File: config.mk
export PLATFORM = sky130hd
export DESIGN_NAME = prio_enc_drain
export DESIGN_NICKNAME = d
export VERILOG_FILES = /design/src/rtl/prio_enc_pkg.sv /design/src/rtl/prio_sel.sv /design/src/rtl/prio_enc_drain.sv
export SDC_FILE = /design/constraint.sdc
export NUM_CORES = 1
export LEC_CHECK = 0
export ABC_AREA = 1
export CAP_MARGIN = 25
export CORE_ASPECT_RATIO = 1.25
export CORE_MARGIN = 2
export CORE_UTILIZATION = 46
export CTS_CLUSTER_SIZE = 8
export DETAILED_ROUTE_END_ITERATION = 10
export HOLD_SLACK_MARGIN = 0.15
export PLACE_DENSITY = 0.82
export SYNTH_ARGS = -nofsm -noshare
export SYNTH_HDL_FRONTEND = slang
export SYNTH_SLANG_ARGS = --single-unit
File: constraint.sdc
create_clock -name clk -period 4 [get_ports clk]
set_input_delay 0.8 -clock clk [delete_from_list [all_inputs] [get_ports clk]]
set_output_delay 0.8 -clock clk [all_outputs]
set_load 0.01 [all_outputs]
File: src/rtl/prio_enc_pkg.sv
// -----------------------------------------------------------------------------
// prio_enc_pkg
// Shared types and helpers for the prio_enc_drain slice.
//   state_t      : drain FSM states (IDLE, DRAIN)
//   idx_w(n)     : index width for an n-bit request vector (at least 1)
//   cnt_w(n)     : width able to hold a count of 0..n pending bits
//   popcount(v)  : number of set bits in a (zero-extended) 64-bit vector
// Optional feature macro used by this slice: PRIO_ENC_RR_EN (rotating priority).
// -----------------------------------------------------------------------------
package prio_enc_pkg;

    typedef enum logic {
        IDLE  = 1'b0,
        DRAIN = 1'b1
    } state_t;

    function automatic int idx_w(input int n);
        return (n <= 2) ? 1 : $clog2(n);
    endfunction

    function automatic int cnt_w(input int n);
        return $clog2(n + 1);
    endfunction

    function automatic int unsigned popcount(input logic [63:0] v);
        int unsigned c;
        c = 0;
        for (int i = 0; i < 64; i++) begin
            c = c + int'(v[i]);
        end
        return c;
    endfunction

endpackage

File: src/rtl/prio_sel.sv
// -----------------------------------------------------------------------------
// prio_sel
// Purely combinational N-bit priority selector. The search starts at bit
// 'start' and descends with wrap-around (start, start-1, ..., 0, N-1, ...);
// the first set bit found wins. Tying start to N-1 gives plain
// highest-index-first priority.
// Ports:
//   vec   in  N      candidate bits
//   start in  IDX_W  first position examined
//   idx   out IDX_W  winning position (0 when nothing is set)
//   any   out 1      at least one bit of vec is set
// -----------------------------------------------------------------------------
module prio_sel
    import prio_enc_pkg::*;
#(
    parameter  int N     = 8,
    localparam int IDX_W = idx_w(N)
) (
    input  logic [N-1:0]     vec,
    input  logic [IDX_W-1:0] start,
    output logic [IDX_W-1:0] idx,
    output logic             any
);

    always_comb begin
        int               pos;
        logic [IDX_W-1:0] pos_idx;
        idx     = '0;
        any     = 1'b0;
        pos     = 0;
        pos_idx = '0;
        for (int off = 0; off < N; off++) begin
            // Walk downwards from start, folding negative positions back
            // to the top of the vector.
            pos = int'(start) - off;
            if (pos < 0) begin
                pos = pos + N;
            end
            pos_idx = IDX_W'(pos);
            if (!any && (pos < N) && vec[pos_idx]) begin
                any = 1'b1;
                idx = pos_idx;
            end
        end
    end

endmodule

File: src/rtl/prio_enc_drain.sv
// -----------------------------------------------------------------------------
// prio_enc_drain
// Registered priority encoder: captures an N-bit request vector and drains it
// one index per accepted output beat, highest-priority set bit first.
// Build option: define PRIO_ENC_RR_EN for rotating priority (search starts at
// a pointer that moves just below the last-served index and persists across
// vectors). Without it, the highest set index always wins.
// Ports:
//   clk        in  1      rising-edge clock
//   rst_n      in  1      asynchronous active-low reset
//   in_valid   in  1      request vector valid
//   in_ready   out 1      block can capture a vector (IDLE)
//   in_vec     in  N      request vector, bit k = request k
//   out_valid  out 1      out_idx valid (DRAIN)
//   out_ready  in  1      consumer accepts out_idx
//   out_idx    out IDX_W  index of the current highest-priority pending bit
//   out_last   out 1      current beat is the final pending bit
//   pend_cnt   out CNT_W  number of pending bits
//   zero_err   out 1      one-cycle pulse after an all-zero vector is accepted
//   dbg_state  out 1      current FSM state
//
// Handshake: a transfer happens on a rising edge where valid && ready are both
// high. A producer holds valid and its payload until that edge; ready never
// depends combinationally on valid. Here in_ready and out_valid decode the
// registered state only, and the out_* payload is a function of registered
// pend/ptr only, so it stays stable across stalls.
// -----------------------------------------------------------------------------
module prio_enc_drain
    import prio_enc_pkg::*;
#(
    parameter  int N     = 8,
    localparam int IDX_W = idx_w(N),
    localparam int CNT_W = cnt_w(N)
) (
    input  logic             clk,
    input  logic             rst_n,
    input  logic             in_valid,
    output logic             in_ready,
    input  logic [N-1:0]     in_vec,
    output logic             out_valid,
    input  logic             out_ready,
    output logic [IDX_W-1:0] out_idx,
    output logic             out_last,
    output logic [CNT_W-1:0] pend_cnt,
    output logic             zero_err,
    output state_t           dbg_state
);

    localparam logic [IDX_W-1:0] TOP_IDX = IDX_W'(N - 1);

    state_t           state;
    logic [N-1:0]     pend;
    logic [IDX_W-1:0] sel_start;
    logic [IDX_W-1:0] sel_idx;
    logic             sel_any;

`ifdef PRIO_ENC_RR_EN
    logic [IDX_W-1:0] ptr;
    assign sel_start = ptr;
`else
    assign sel_start = TOP_IDX;
`endif

    prio_sel #(
        .N (N)
    ) u_sel (
        .vec   (pend),
        .start (sel_start),
        .idx   (sel_idx),
        .any   (sel_any)
    );

    assign in_ready  = (state == IDLE);
    assign out_valid = (state == DRAIN);
    // With pend empty the selector reports index 0, which is the reset value.
    assign out_idx   = sel_any ? sel_idx : '0;
    assign pend_cnt  = CNT_W'(popcount(64'(pend)));
    assign out_last  = (pend_cnt == CNT_W'(1));
    assign dbg_state = state;

    always_ff @(posedge clk or negedge rst_n) begin
        if (!rst_n) begin
            state    <= IDLE;
            pend     <= '0;
            zero_err <= 1'b0;
`ifdef PRIO_ENC_RR_EN
            ptr      <= TOP_IDX;
`endif
        end else begin
            zero_err <= 1'b0;
            case (state)
                IDLE: begin
                    if (in_valid) begin
                        if (in_vec != '0) begin
                            pend  <= in_vec;
                            state <= DRAIN;
                        end else begin
                            // Nothing to drain: flag it and stay ready.
                            zero_err <= 1'b1;
                        end
                    end
                end
                DRAIN: begin
                    if (out_ready) begin
                        pend[out_idx] <= 1'b0;
`ifdef PRIO_ENC_RR_EN
                        // The served index becomes the lowest priority.
                        ptr <= (out_idx == '0) ? TOP_IDX : (out_idx - 1'b1);
`endif
                        if (out_last) begin
                            state <= IDLE;
                        end
                    end
                end
                default: begin
                    state <= IDLE;
                    pend  <= '0;
                end
            endcase
        end
    end

endmodule

; ---- Yosys cells after proc, flatten, opt, wreduce, memory -nomap -nowiden
; Cells that the tools add are included.
[op_classes]
addsub = 7
magnitude_cmp = 2
n_eq_ne = 4
mux = 31
n_bitwise = 3
reduce_logical = 17
[op_table]
columns = operator, count
row1 = 3-bit two-way mux, 9
row2 = 8-bit two-way mux, 3
row3 = 4-bit by 1-bit adder with 4-bit output, 4
row4 = 1-bit two-way mux, 16
row5 = 8-bit one-hot mux with 2 select lines, 1
row6 = 8-bit bitwise AND, 1
row7 = 1-bit logical AND, 8
row8 = 8-bit NOT, 1
row9 = 8-bit nonzero test, 1
row10 = 1-bit zero test, 7
row11 = 3-bit by 1-bit adder with 4-bit output, 1
row12 = "4-bit by 1-bit == test with 1-bit output, second input constant", 1
row13 = "3-bit by 4-bit less-than comparator with 1-bit output, second input constant", 1
row14 = "2-bit != test, second input constant", 2
row15 = 2-bit by 1-bit adder with 3-bit output, 1
row16 = 1-bit demux with 3-bit select, 1
row17 = "3-bit by 1-bit >= comparator with 1-bit output, second input constant", 1
row18 = 3-bit AND reduction, 1
row19 = 1-bit by 1-bit adder with 2-bit output, 1
row20 = "2-bit by 1-bit != test with 1-bit output, second input constant", 1
row21 = 1-bit one-hot mux with 2 select lines, 1
row22 = 1-bit NOT, 1
[word_totals]
reg_bits = 10
inputBits = 12
output_inout_bits = 12
wordCells = 67

; ---- Longest topological paths before layout
[logic_depth]
ltp_word = 31
depth_mapped = 14
ltp_nobuf = 14

; ---- Cells and area by module
; From an unflattened synthesis, not the netlist that was laid out.
[hier_totals]
hier_cells = 259
hier_area_um2 = 1685.4
[modules_own_cells]
columns = mod, n_inst, cells_per_inst, area_per_inst_um2, seq_area_each_um2
row1 = prio_sel, 1, 136, 859.6, 0.0
row2 = prio_enc_drain, 1, 123, 825.8, 250.2

; ---- Least setup slack after synthesis
; Ideal clock, no wire load.
[synth_timing]
path_kind = reg2out
from = register pend[0]
to = output port out_last
arrival_ns = 3.000
required_time_ns = 3.200
setup_slack_ns = 0.200
path_stages_with_launch = 11
n_path_buf = 0
path_cell_list = dfrtp_1 fa_1 inv_1 fa_1 fa_1 inv_1 ha_1 inv_1 fa_1 xnor2_1 nor3_1
[synth_between]
elab_chain_cells = 8
[synth_rtl]
columns = item, line
row1 = "start, declared", prio_enc_drain.sv:52  ; logic [N-1:0] pend;
row2 = "start signal, assigned", prio_enc_drain.sv:95  ; pend <= in_vec;
row3 = 1-bit by 1-bit adder with 2-bit output, prio_enc_pkg.sv:29  ; c = c + int'(v[i]);
row4 = 2-bit by 1-bit adder with 3-bit output, prio_enc_pkg.sv:29
row5 = 3-bit by 1-bit adder with 4-bit output, prio_enc_pkg.sv:29
row6 = 4-bit by 1-bit adder with 4-bit output (4 in series), prio_enc_pkg.sv:29
row7 = via pend_cnt[2], prio_enc_drain.sv:44  ; output logic [CNT_W-1:0] pend_cnt,
row8 = 4-bit by 1-bit == test with 1-bit output, prio_enc_drain.sv:78  ; assign out_last = (pend_cnt == CNT_W'(1));
row9 = "end, declared", prio_enc_drain.sv:43  ; output logic out_last,
; The timed path passes the listed nets, and every way through them passes these cells.

; ---- Worst setup path in the final report
[layout_timing]
from = register pend[0]
to = output port out_last
[layout_between]
elab_chain_cells = 8
[layout_rtl]
columns = item, line
row1 = 1-bit by 1-bit adder with 2-bit output, prio_enc_pkg.sv:29
row2 = 2-bit by 1-bit adder with 3-bit output, prio_enc_pkg.sv:29
row3 = 3-bit by 1-bit adder with 4-bit output, prio_enc_pkg.sv:29
row4 = 4-bit by 1-bit adder with 4-bit output (4 in series), prio_enc_pkg.sv:29
row5 = 4-bit by 1-bit == test with 1-bit output, prio_enc_drain.sv:78
; No other way between the ends.

==> flow_metrics.tcl <==
set metrics [dict create \
    grt_max_degree 13 \
    syn_area_per_cell_um2 7.69 \
    outcome "finished with violations" \
    cp_cell_sequence "fa_1 > inv_1 > fa_1 > fa_1 > inv_1 > ha_2 > inv_2 > fa_2 > nand2_1 > nor3_2 > buf_2" \
    cp_max_fo 2 \
    grt_overflow 0 \
    setup_slack_ns -0.162 \
    cts.path.max_buffers 2 \
    cts_root_buf "clkbuf_4" \
    finClkSkew_ns 0.00289 \
    path_clk_slew_ns 0.07 \
    ys_ff_latch 10 \
    cp-end-kind "output pin" \
    place_hpwl_mm 1.48 \
    path_class "reg2out" \
    num_vias 767 \
    syn_inst 105 \
    tightest_slew_ns 0.488 \
    die_x_um 41.5 \
    antenna_found_initial 0 \
    ys_seq_area_share_pct 31.0 \
    drc 0 \
    crit_top_cell "fa_1" \
    synth_top_family_by_area "simple AND/OR/NAND/NOR gates" \
    critical_path.startpoint "pend[0]$_DFFE_PN0P_" \
    rows 16 \
    synthesis.area_um2 807 \
    ff_latch_area_um2 250 \
    cts.sinks 10 \
    cp-start-kind "flip-flop" \
    core-area_um2 1600 \
    ys_types 19 \
    final_common_cell "nand2_1" \
    fin_util_pct 70.9 \
    ys.warnings.count 0 \
    final_max_slew_viol_count 0 \
    numCtsBuffers 3 \
    track_usage_pct 19.2 \
    layout_common_cells "nand2_1, clkdlybuf4s50_1, inv_1" \
    h-tree-depth 1 \
    viasPerCell 4.95 \
    hold_depth 2 \
    crit_required_ns 3.20 \
    relSlewSlack_pct 67.5 \
    violations "negative setup slack" \
    dieHeight_um 50.8 \
    crit_path_max_incr_delay_ns 0.54 \
    min_path_type "reg2reg" \
    reg2reg_depth 16 \
    setup_viol 2 \
    io_buffers 23 \
    nets 157 \
    dieArea_um2 2110 \
    min_period_ns 4.16 \
    dp_cells 146 \
    crit_family "adder cells" \
    r2r_start "pend[0]$_DFFE_PN0P_" \
    start_util_pct 50.4 \
    cp.arrival_ns 3.36 \
    synth_compound_area_share_pct 10.2 \
    max_clock_freq_mhz 240 \
    postRouteAntennaNets 0 \
    worst_path_max_delay_cell "fa_1" \
    synth.area.mux_share_pct 0 \
    fin_cells 155 \
    maxCapViolCount 0 \
    tns_ns -0.224 \
    fin_crit_sh_pct 104 \
    grt_pass1_wl_mm 3.11 \
    fillers 140 \
    worstSkewPairLatency_ns 0.27 \
    synthAdderAreaFrac_pct 14.6 \
    multi_input_area_um2 477 \
    dr.pass1.iters 4 \
    post_drt_wl_per_cell_um 11.5 \
    crit_cells 11 \
    gp_congestion 0.789 \
    drt_iter0_markers 10 \
    drive_above_1_share_pct 23.4 \
    cts_tree "yes" \
    grt_pass1_vias 734 \
    io_pins 24 \
    crit_buf_inv 4 \
    synthSimpleGateAreaFrac_pct 31.0 \
    wl_mm 1.78 \
    min_from "pend[0]$_DFFE_PN0P_" \
    hold_violations 0 \
    cts_hold_buf 0 \
    synth_fp_nets 124 \
    synthXorXnorAreaFrac_pct 1.09 \
    antenna_cells 0 \
    synthToLayoutAreaGrowth_pct 40.6 \
    rsz0062_at_grt "true" \
]
==> worst paths after layout <==
kind / to / slack [ns]
worst max-delay path: out_last / -0.16
worst min-delay path: pend[0]$_DFFE_PN0P_ / 0.52
worst max register to register: dbg_state$_DFF_PN0_ / 0.50
worst min register to register: pend[0]$_DFFE_PN0P_ / 0.52
max in group asynchronous: pend[0]$_DFFE_PN0P_ / 2.84
min in group asynchronous: pend[2]$_DFFE_PN0P_ / 0.85
==> timing repair <==
action                     4_1_cts  5_1_grt
setup endpoints to repair        3        4
resized for setup               11        8
buffers inserted                 3        2
pin swaps                        2        1
hold endpoints to repair         0        0
==> synth_stat cells <==
library cell	count	area [um^2]
nand2_1	34	128
inv_1	18	67.6
dfrtp_1	10	250
nand3_1	8	40.0
o21ai_2	6	52.6
fa_1	4	80.1
nor2_1	4	15.0
ha_1	3	37.5
a21oi_1	2	10.0
buf_6	2	22.5
nand2_2	2	12.5
nand4_1	2	12.5
nor2_2	2	12.5
nor3_1	2	10.0
o31ai_1	2	15.0
buf_4	1	7.51
nor2_8	1	20.0
o21ai_0	1	5.00
xnor2_1	1	8.76
==> sequential cells by signal (all words and copies together), names as in the netlist <==
name / count
pend: 8
dbg_state: 1
zero_err: 1
==> cell type report <==
cell class	instances	share of cell area, %
Multi-Input combinational cell	74	42.0
Timing Repair Buffer	31	24.8
Sequential cell	10	22.1
Inverter	18	5.95
Clock buffer	4	3.20
Tap cell	18	1.98
==> kinds of logic after synthesis <==
group | count (synthesis)
AND/OR/NAND/NOR | 55
buffers and inverters | 21
XOR/XNOR | 1
adder cells (fa/ha/maj) | 7
flip-flops | 10
AO/OA/AOI/OAI | 11
==> through the flow <==
stage               hold WS (ns)  setup WS (ns)  cell area (um^2)
global route               0.550         -0.263              1130
global placement           0.495         -0.393              1050
CTS                        0.524         -0.190              1120
finish                     0.523         -0.162              1130
detailed placement         0.506         -0.437              1050
floorplan                  0.480          0.200               807
==> worst reg2reg max path, cell delays in order (launching register included) <==
cell	delay, ns
dfrtp_1	0.40
fa_1	0.54
inv_1	0.05
fa_1	0.49
fa_1	0.41
inv_1	0.07
ha_2	0.18
inv_2	0.04
fa_2	0.52
nand2_1	0.06
nor3_2	0.18
buf_4	0.15
buf_4	0.09
buf_4	0.09
nand2_1	0.04
nand2_1	0.05
nand2_1	0.06
==> routing by layer <==
metal | share of wire [%] | GRT usage (%) | routed length, um
met5 | 0 | 0 | 0
met4 | 1.9 | 6.45 | 34
met3 | 3.9 | 2.47 | 70
met2 | 51 | 33.6 | 903
met1 | 43 | 24.3 | 770
Power is not shown: default switching activity piles up to over one toggle a cycle in this logic, so the estimate is an artifact.
